[config.mk]
export PLATFORM = sky130hd
export DESIGN_NAME = byte_to_dibit_fifo
export DESIGN_NICKNAME = d
export VERILOG_FILES = /design/src/rtl/byte_to_dibit_fifo.sv
export SDC_FILE = /design/constraint.sdc
export NUM_CORES = 1
export LEC_CHECK = 0
export BUFFER_PORTS_ARGS = -buffer_cell sky130_fd_sc_hd__clkbuf_2
export CAP_MARGIN = 20
export CORE_MARGIN = 8
export CORE_UTILIZATION = 45
export CTS_CLUSTER_DIAMETER = 100
export DETAILED_ROUTE_END_ITERATION = 7
export PLACE_DENSITY = 0.67
export SLEW_MARGIN = 40
export SYNTH_ARGS = -nofsm -noshare
export SYNTH_HDL_FRONTEND = slang
export SYNTH_SLANG_ARGS = --single-unit
[constraint.sdc]
create_clock -name clk -period 2.49 [get_ports clk]
set_clock_uncertainty 0.2 [all_clocks]
set_input_delay 0.1245 -clock clk [delete_from_list [all_inputs] [get_ports clk]]
set_output_delay 0.1245 -clock clk [all_outputs]
set_load 0.02 [all_outputs]
[src/rtl/byte_to_dibit_fifo.sv]
// Width-down-converting FIFO: stores whole bytes and returns them as 2-bit symbols,
// least-significant dibit first, one per accepted read.
module byte_to_dibit_fifo #(
    parameter int unsigned DEPTH = 4
) (
    input  logic                      clk,
    input  logic                      reset_n,
    input  logic                      write,
    input  logic [7:0]                din,
    input  logic                      read,
    output logic [1:0]                dout,
    output logic                      dout_valid,
    output logic                      empty,
    output logic                      full,
    output logic [$clog2(4*DEPTH):0]  level,
    output logic                      ovf,
    output logic                      udf
);
    localparam int unsigned AW = $clog2(DEPTH);
    localparam int unsigned LW = $clog2(4*DEPTH) + 1;
    localparam logic [LW-1:0] FullLevel = LW'(4*DEPTH - 4);

    logic [7:0]    mem [DEPTH];
    logic [AW:0]   wr_ptr_q, wr_ptr_d;
    logic [AW+2:0] rd_ptr_q, rd_ptr_d;
    logic [LW-1:0] level_q, level_d;
    logic [1:0]    dout_q, dout_d;
    logic          dout_valid_q, dout_valid_d;
    logic          ovf_q, ovf_d;
    logic          udf_q, udf_d;
    logic          wr_acc, rd_acc;
    logic [7:0]    rd_byte;
    logic [1:0]    rd_dibit;

    assign empty      = (level_q == '0);
    assign full       = (level_q > FullLevel);
    assign level      = level_q;
    assign dout       = dout_q;
    assign dout_valid = dout_valid_q;
    assign ovf        = ovf_q;
    assign udf        = udf_q;

    // Upper read-pointer bits pick the byte, low two bits pick the dibit within it.
    assign rd_byte  = mem[rd_ptr_q[AW+1:2]];
    assign rd_dibit = rd_byte[{rd_ptr_q[1:0], 1'b0} +: 2];

    always_comb begin
        wr_acc       = write && !full;
        rd_acc       = read && !empty;
        wr_ptr_d     = wr_ptr_q + {{AW{1'b0}}, wr_acc};
        rd_ptr_d     = rd_ptr_q + {{(AW+2){1'b0}}, rd_acc};
        level_d      = level_q;
        if (wr_acc) begin
            level_d = level_d + LW'(4);
        end
        if (rd_acc) begin
            level_d = level_d - LW'(1);
        end
        dout_d       = rd_acc ? rd_dibit : dout_q;
        dout_valid_d = rd_acc;
        ovf_d        = write && full;
        udf_d        = read && empty;
    end

    always_ff @(posedge clk or negedge reset_n) begin
        if (!reset_n) begin
            wr_ptr_q     <= '0;
            rd_ptr_q     <= '0;
            level_q      <= '0;
            dout_q       <= '0;
            dout_valid_q <= 1'b0;
            ovf_q        <= 1'b0;
            udf_q        <= 1'b0;
        end else begin
            wr_ptr_q     <= wr_ptr_d;
            rd_ptr_q     <= rd_ptr_d;
            level_q      <= level_d;
            dout_q       <= dout_d;
            dout_valid_q <= dout_valid_d;
            ovf_q        <= ovf_d;
            udf_q        <= udf_d;
        end
    end

    // Storage is deliberately left out of reset.
    always_ff @(posedge clk) begin
        if (wr_acc) begin
            mem[wr_ptr_q[AW-1:0]] <= din;
        end
    end

    // Distance between the pointers, in dibits, must always equal the level counter.
    assert property (@(posedge clk) disable iff (!reset_n)
        level_q == ({wr_ptr_q, 2'b00} - rd_ptr_q));

endmodule
==> results of run 1 <==
## worst max-delay path: stages (launching register included)
cell,delay [ns]
dfrtp_1,0.39
inv_1,0.14
ha_1,0.22
a21boi_1,0.10
a21oi_1,0.36
and3_1,0.47
## per-stage QoR
| step | instances | utilization [%] | area (um2) | hold WS [ns] |
|---|---|---|---|---|
| final | 211 | 55.4 | 2380 | 0.0779 |
| after global routing | 211 | 55.4 | 2380 | 0.118 |
| after CTS | 211 | 55.4 | 2380 | 0.0823 |
| after detailed placement | 192 | 50.2 | 2160 | -0.124 |
| after global placement | 192 | 50.2 | 2160 | -0.135 |
| after floorplan | 118 | - | 1990 | -0.371 |
## power breakdown
part / switching (W) / internal (W) / total, W / leakage, nW
registers: 0.000191 / 0.00102 / 0.00122 / 0.479
clock network: 0.000260 / 0.000302 / 0.000562 / 0.0548
logic: 0.000401 / 0.000369 / 0.000770 / 0.439
## final cells by class
cell class,instances,area (um2)
Clock buffer,5,68.8
Clock inverter,3,46.3
Fill cell,342,1910
Inverter,7,26.3
Multi-Input combinational cell,60,573
Sequential cell,48,1360
Tap cell,52,65.1
Timing Repair Buffer,36,240
## worst min-delay path by stage
stage	startpoint	end	slack, ns
final	reset_n	dout_valid$_DFF_PN0_	0.08
after global routing	reset_n	level[1]$_DFFE_PN0N_	0.12
after CTS	reset_n	level[1]$_DFFE_PN0N_	0.08
after detailed placement	reset_n	level[1]$_DFFE_PN0N_	-0.12
after global placement	reset_n	level[0]$_DFFE_PN0N_	-0.13
after floorplan	reset_n	dout[0]$_DFFE_PN0N_	-0.37
## cells by family (layout without fill, tap and decap cells)
family,after synthesis,in the layout,synth area share (%)
AND/OR/NAND/NOR,23,23,5.79
adder cells (fa/ha/maj),7,7,4.41
multiplexers,12,12,11.7
AO/OA/AOI/OAI,11,11,3.91
XOR/XNOR,7,7,3.09
flip-flops,48,48,68.5
buffers and inverters,10,51,2.64
## registers in the layout, indices dropped and copies added (netlist names)
| register | cells |
|---|---|
| mem | 32 |
| rd_ptr_q | 4 |
| dout | 2 |
| ovf | 1 |
| dout_valid | 1 |
| level | 5 |
| wr_ptr_q | 2 |
| udf | 1 |
## synth_stat cells
master and count:
a211oi_1 1, a21boi_1 1, a21o_1 1, a21oi_1 2
and2_1 1, and3_1 2, and3b_1 1, buf_6 2
clkbuf_1 1, dfrtp_1 16, edfxtp_1 32, ha_1 7
inv_1 7, mux2i_1 4, mux4_1 3, mux4_2 5
nand2_1 9, nand2b_1 1, nand3_1 1, nand3b_1 1
nor2_1 4, nor2b_1 1, nor3b_1 1, o2111ai_1 2
o21ai_0 2, o221ai_1 2, or3_1 1, xnor2_1 3
xor2_1 4
## layer usage
layer  global-route usage [%]  routed length, um
met1                     13.7               1550
met2                     18.0               1740
met3                     3.79                163
met4                     3.16                 25
met5                        0                  0
## layout by cell type, fill, tap and decap left out, drive strengths merged, types with 7 or more instances in the layout
| cell type | n |
|---|---|
| inv | 8 |
| nand2 | 9 |
| dfrtp | 16 |
| edfxtp | 32 |
| dlygate4sd3 | 11 |
| clkbuf | 28 |
| ha | 7 |
| mux4 | 8 |
==> metrics.csv, run 1 <==
stage,metric,value,unit
yosys,seq_area_frac_synth,68.5,%
worst_setup_path,r2r-start,level[0]$_DFFE_PN0N_,
clock_network,cts_tree,built,
sta,finalCritPeriodShare,89.0,%
floorplan,die_h,82.5,um
power,power.total,0.00255,W
worst_setup_path,endpoint_kind,flip-flop,
finish,antenna_cells,0,
global_route,grt_pass1_wl,5520,um
clock_network,cts_sinks,48,
sta,slew_headroom,70.3,%
worst_setup_path,crit_type,reg -> reg,
power,static-leakage-power,0.973,nW
job,max-cap-violations,0,
worst_setup_path,regToRegSetupSlack,0.27,ns
worst_setup_path,crit_fanout,8,
clock_network,cts_hold_buf,11,
finish,nets,177,
sta,period_needed,2.22,ns
sta,worst_slew_pin_slew,0.445,ns
drt,drt_wl_total,3480,um
yosys,avgSynthCellArea,16.8,um2
clock_network,post_cts_buffers,0,
drt,drtPass1Iterations,4,
power,peakVddDrop,0.503,mV
yosys,synth_top_area_share,48.4,%
placed_design,hpwl,2480,um
clock_network,cts_resized,0,
floorplan,ios,24,
drt,vias,1074,
sta,setup_violations,0,
global_route,grtUsageTotal,11.1,%
floorplan,initial_utilization,46.3,%
worst_setup_path,startpoint,level[0]$_DFFE_PN0N_,
worst_setup_path,arrival,1.98,ns
worst_setup_path,critPathLaunchType,flip-flop,
floorplan,die_area,6800,um2
drt,drtIter0Drc,52,
clock_network,numCtsBuffers,5,
yosys,synth_fp_nets,137,
floorplan,row_count,24,
clock_network,cts_root_buf,clkbuf_8,
global_route,grt_overflow,0,
global_route,grt_pass1_vias,1109,
worst_setup_path,rr_endpoint,mem[3][4]$_DFFE_PP_,
worst_setup_path,reg2reg_depth,5,
status,outcome,completed,
power,powerDensity,1070,nW/um2
yosys,synthCells,118,
drt,wire_per_inst,16.5,um
placed_design,dp_slack,0.286,ns
yosys,yosysWarningCount,0,
worst_setup_path,critPathRequiredTime,2.25,ns
floorplan,coreArea,4290,um2
finish,area_growth,19.8,%
yosys,netlist.top_cell.by_area,edfxtp_1,
sta,hold_viol_final,0,
worst_setup_path,crit_end,mem[3][4]$_DFFE_PP_,
drt,viasPerCell,5.09,
clock_network,clkTransAtPathRegs,0.09,ns
sta,slew_violations,0,
finish,drive_above_1_share,23.9,%
placed_design,gp_congestion,0.732,
yosys,ys_types,29,
placed_design,numPortBuffers,23,
min_path,worstHoldPathType,in -> async,
global_route,grt_max_degree,17,
sta,rsz0062_at_grt,false,
sta,fmax,0.451,GHz
global_route,antenna_found_initial,0,
drt,drcViolationCount,0,
sta,worst_slack,0.273,ns
yosys,ys_top_cells_by_area,"edfxtp_1, dfrtp_1, mux4_2, ha_1, mux4_1",
yosys,synth_seq_cells,48,
clock_network,clkLatencyLatePin,0.30,ns
yosys,synth_area,1990,um2
clock_network,htree_levels,2,
clock_network,clockBufferDepth,2,
drt,final_antenna_net_count,0,
sta,fin_tns_setup,0,ns
floorplan,die_x,82.5,um
Note: power is estimated with default switching activity, not from simulation.
==> inputs of run 2 (changes only) <==
Settings changed: CORE_MARGIN 8 to unset, CORE_UTILIZATION 45 to 40, PLACE_DENSITY 0.67 to 0.69.
==> metrics.csv, run 2 (same netlist as run 1, synthesis figures left out) <==
stage,metric,value,unit
status,outcome,completed,
clock_network,htree_levels,2,
clock_network,cts_tree,built,
global_route,grt_util_met3,4.86,%
sta,hold_viol_final,0,
placed_design,hpwl,2420,um
sta,slew_headroom,71.7,%
drt,drtPass1Iterations,4,
placed_design,numPortBuffers,23,
drt,final_antenna_net_count,0,
floorplan,ios,24,
power,p_seq_share,46.2,%
clock_network,cts_resized,0,
global_route,grt_pass1_vias,1207,
worst_setup_path,cp_top_family,compound AO/OA/AOI/OAI gates,
drt,drt_wl_total,3290,um
placed_design,gp_congestion,0.788,
worst_setup_path,reg2reg_depth,5,
global_route,grt_pass1_wl,5690,um
worst_setup_path,crit_chain,inv_1 > ha_1 > a21boi_1 > a21oi_1 > and3b_1,
drt,drcViolationCount,0,
clock_network,cts_hold_buf,11,
sta,fin_tns_setup,0,ns
sta,worst_slew_pin_slew,0.424,ns
power,peakVddDrop,0.398,mV
global_route,grtUsageTotal,14.9,%
floorplan,die_x,72.5,um
power,switchingPower,0.000840,W
sta,finalCritPeriodShare,86.2,%
global_route,met2_usage,24.7,%
worst_setup_path,crit_type,reg -> reg,
clock_network,clkTransAtPathRegs,0.09,ns
global_route,globalRouteMet1Util,18.0,%
worst_setup_path,endpoint_kind,flip-flop,
worst_setup_path,regToRegSetupSlack,0.34,ns
power,static-leakage-power,0.987,nW
clock_network,clkLatencyLatePin,0.29,ns
sta,fmax,0.466,GHz
floorplan,initial_utilization,41.8,%
clock_network,clockBufferDepth,2,
finish,nets,177,
sta,whs,0.0778,ns
global_route,grt_overflow,0,
worst_setup_path,r2r-start,level[0]$_DFFE_PN0N_,
job,max-cap-violations,0,
power,pwr-share-clk,25.1,%
clock_network,cts_root_buf,clkbuf_8,
finish,ff_latch_area,1360,um2
drt,viasPerCell,4.78,
drt,vias,1080,
finish,multiInputGateArea,573,um2
clock_network,numCtsBuffers,5,
floorplan,coreArea,4750,um2
global_route,antenna_found_initial,0,
worst_setup_path,critPathRequiredTime,2.26,ns
floorplan,die_area,5250,um2
sta,slew_violations,0,
worst_setup_path,crit_fanout,8,
power,p_int,0.00180,W
finish,fillers,413,
power,powerDensity,1090,nW/um2
finish,design_area,2420,um2
placed_design,placed_cell_area,2170,um2
min_path,worstHoldPathType,in -> async,
worst_setup_path,critPathLaunchType,flip-flop,
clock_network,post_cts_buffers,0,
finish,final_common_cell,edfxtp_1,
worst_setup_path,critPathBufInv,1,
floorplan,row_count,25,
finish,largest_reg_flops,32,
sta,setup_violations,0,
worst_setup_path,slowest_delay,0.43,ns
worst_setup_path,slowest_stage,and3b_1,
finish,layout_common_cells,"edfxtp_1, clkbuf_2, dfrtp_1, dlygate4sd3_1, nand2_1",
finish,antenna_cells,0,
sta,period_needed,2.15,ns
global_route,top_usage_layer,met2,
global_route,grt_max_degree,17,
power,netSwitchingFraction,31.9,%
drt,drtIter0Drc,34,
clock_network,cts_sinks,48,
floorplan,die_h,72.5,um
finish,drive_above_1_share,23.9,%
finish,area_growth,21.9,%
sta,rsz0062_at_grt,false,
worst_setup_path,rr_endpoint,mem[1][2]$_DFFE_PP_,
worst_setup_path,arrival,1.91,ns
drt,wire_per_inst,14.5,um
power,combPwrFrac,28.7,%
## run 2: power by group through the flow
stage | clock network [W] | registers [W] | logic (W)
CTS | 0.000676 | 0.00122 | 0.000769
global route | 0.000707 | 0.00125 | 0.000841
floorplan | 0 | 0.00121 | 0.000570
finish | 0.000661 | 0.00122 | 0.000757
global placement | 0 | 0.00123 | 0.000726
detailed placement | 0 | 0.00124 | 0.000750
## run 2: stage by stage
| stage | total power, W | setup slack (ns) | std cells | utilization (%) |
|---|---|---|---|---|
| floorplan | 0.00178 | 0.0456 | 118 | - |
| global placement | 0.00195 | 0.408 | 207 | 45.7 |
| finish | 0.00264 | 0.344 | 226 | 50.9 |
| global route | 0.00280 | 0.119 | 226 | 50.9 |
| CTS | 0.00267 | 0.330 | 226 | 50.9 |
| detailed placement | 0.00199 | 0.345 | 207 | 45.7 |
## run 2: worst reg2reg max path: cells and delay by family (launching register included)
family          cells  cell delay, ns
fa+ha+maj           1            0.22
simple gates        1            0.43
buf+inv             1            0.14
flops               1            0.39
compound gates      2            0.44
## run 2: area by class of cell
class	count	share of cell area, %
Sequential cell	48	56.2
Multi-Input combinational cell	60	23.7
Timing Repair Buffer	36	9.92
Tap cell	67	3.46
Clock buffer	5	2.84
Clock inverter	3	2.84
Inverter	7	1.08
## run 2: how the worst max path moves through the flow
stage	startpoint	depth (start not counted)	endpoint	slack, ns
after floorplan	level[0]$_DFFE_PN0N_	5	mem[0][0]$_DFFE_PP_	0.05
after global placement	level[0]$_DFFE_PN0N_	5	mem[3][0]$_DFFE_PP_	0.41
after detailed placement	level[0]$_DFFE_PN0N_	5	mem[3][7]$_DFFE_PP_	0.35
after CTS	level[0]$_DFFE_PN0N_	5	mem[3][3]$_DFFE_PP_	0.33
after global routing	level[0]$_DFFE_PN0N_	5	mem[1][6]$_DFFE_PP_	0.12
final	level[0]$_DFFE_PN0N_	5	mem[1][2]$_DFFE_PP_	0.34
## run 2: per-layer routing
| metal | routed length (um) | share of wire, % |
|---|---|---|
| met1 | 1490 | 45 |
| met2 | 1590 | 48 |
| met3 | 123 | 3.7 |
| met4 | 86 | 2.6 |
| met5 | 0 | 0 |
==> inputs of run 3 (changes only) <==
Settings changed: CTS_BUF_LIST set to sky130_fd_sc_hd__clkbuf_4, CTS_CLUSTER_SIZE set to 12.
==> metrics.csv, run 3 (same netlist as run 1, synthesis figures left out) <==
stage,metric,value,unit
finish,layout_common_cells,"edfxtp_1, clkbuf_2, dfrtp_1, dlygate4sd3_1, nand2_1",
placed_design,hpwl,2420,um
finish,antenna_cells,0,
drt,viasPerCell,4.82,
global_route,grt_pass1_vias,1227,
worst_setup_path,endpoint_kind,flip-flop,
sta,period_needed,2.16,ns
worst_setup_path,crit_type,reg -> reg,
sta,setup_violations,0,
sta,hold_viol_final,0,
finish,fillers,419,
sta,finalCritPeriodShare,86.6,%
status,outcome,completed,
placed_design,placed_cells,207,
placed_design,numPortBuffers,23,
drt,vias,1089,
global_route,grt_pass1_wl,5870,um
worst_setup_path,critPathRequiredTime,2.33,ns
sta,fin_tns_setup,0,ns
finish,multiInputGateArea,573,um2
power,combPwrFrac,30.0,%
clock_network,numCtsBuffers,5,
worst_setup_path,rr_endpoint,mem[3][3]$_DFFE_PP_,
clock_network,post_cts_buffers,0,
worst_setup_path,r2r-start,level[0]$_DFFE_PN0N_,
placed_design,gp_congestion,0.788,
drt,drt_wl_total,3370,um
sta,slew_headroom,71.4,%
sta,worst_slew_pin_slew,0.430,ns
power,pwr-share-clk,22.1,%
finish,area_growth,20.3,%
worst_setup_path,reg2reg_depth,5,
clock_network,cts_tree,built,
min_path,worstHoldPathType,in -> async,
drt,drtIter0Drc,36,
power,switchingPower,0.000835,W
drt,wire_per_inst,14.9,um
worst_setup_path,critPathLaunchType,flip-flop,
sta,rsz0062_at_grt,false,
finish,largest_reg_flops,32,
clock_network,clockBufferDepth,2,
floorplan,die_h,72.5,um
clock_network,cts_sinks,48,
finish,final_common_cell,edfxtp_1,
job,max-cap-violations,0,
power,p_int,0.00171,W
finish,ff_latch_area,1360,um2
floorplan,coreArea,4750,um2
finish,stdcell_count,226,
floorplan,die_x,72.5,um
clock_network,clkTransAtPathRegs,0.14,ns
power,peakVddDrop,0.344,mV
drt,drtPass1Iterations,4,
floorplan,die_area,5250,um2
sta,worst_slack,0.333,ns
global_route,grtUsageTotal,15.3,%
floorplan,initial_utilization,41.8,%
power,p_seq_share,47.9,%
floorplan,ios,24,
clock_network,htree_levels,2,
global_route,grt_overflow,0,
drt,final_antenna_net_count,0,
power,netSwitchingFraction,32.8,%
power,powerDensity,1060,nW/um2
placed_design,dp_slack,0.345,ns
finish,drive_above_1_share,23.9,%
drt,drcViolationCount,0,
sta,fmax,0.464,GHz
floorplan,row_count,25,
global_route,antenna_found_initial,0,
worst_setup_path,crit_fanout,8,
global_route,grt_max_degree,17,
worst_setup_path,arrival,2.00,ns
finish,nets,177,
clock_network,cts_root_buf,clkbuf_4,
sta,slew_violations,0,
worst_setup_path,regToRegSetupSlack,0.33,ns
clock_network,clkLatencyLatePin,0.35,ns
power,static-leakage-power,0.974,nW
[run 3: routing by layer]
layer	share of wire (%)	global-route usage [%]	vias up
met5	0	0	-
met4	2.3	6.32	0
met3	3.7	4.58	8
met2	49	25.1	27
met1	45	18.9	533
li1	-	-	521
[run 3: how the worst max path moves through the flow]
stage	from	endpoint	slack [ns]	cells past startpoint
2_1_floorplan	level[0]$_DFFE_PN0N_	mem[0][0]$_DFFE_PP_	0.05	5
3_3_place_gp	level[0]$_DFFE_PN0N_	mem[3][0]$_DFFE_PP_	0.41	5
3_5_place_dp	level[0]$_DFFE_PN0N_	mem[3][7]$_DFFE_PP_	0.35	5
4_1_cts	level[0]$_DFFE_PN0N_	mem[3][2]$_DFFE_PP_	0.31	5
5_1_grt	level[0]$_DFFE_PN0N_	mem[1][6]$_DFFE_PP_	0.09	5
6_report	level[0]$_DFFE_PN0N_	mem[3][3]$_DFFE_PP_	0.33	5
[run 3: worst max-delay path, stage by stage (launching register included)]
cell,delay (ns)
dfrtp_1,0.40
inv_1,0.14
ha_1,0.21
a21boi_1,0.10
a21oi_1,0.35
and3_1,0.43
[run 3: layout make-up]
class	instances	share of cell area [%]
Sequential cell	48	56.9
Tap cell	67	3.51
Inverter	7	1.10
Timing Repair Buffer	36	10.0
Clock buffer	5	1.57
Multi-Input combinational cell	60	24.0
Clock inverter	3	2.88
[run 3: power groups by stage]
stage / registers [W] / clock network (W) / logic [W]
floorplan: 0.00121 / 0 / 0.000570
global placement: 0.00123 / 0 / 0.000726
detailed placement: 0.00124 / 0 / 0.000750
CTS: 0.00122 / 0.000576 / 0.000774
global route: 0.00125 / 0.000609 / 0.000847
finish: 0.00122 / 0.000561 / 0.000764
[run 3: timing repair]
action,CTS,global route
endpoints found under the setup margin,0,0
resized for setup,0,0
hold endpoints to repair,55,0
hold buffers,11,0
[run 3: metrics by stage]
step	total power [W]	util (%)	hold slack [ns]	cell area, um2
floorplan	0.00178	-	-0.371	1990
global placement	0.00195	45.7	-0.137	2170
detailed placement	0.00199	45.7	-0.125	2170
CTS	0.00257	50.3	0.0175	2390
global route	0.00271	50.3	0.0275	2390
finish	0.00254	50.3	0.00660	2390
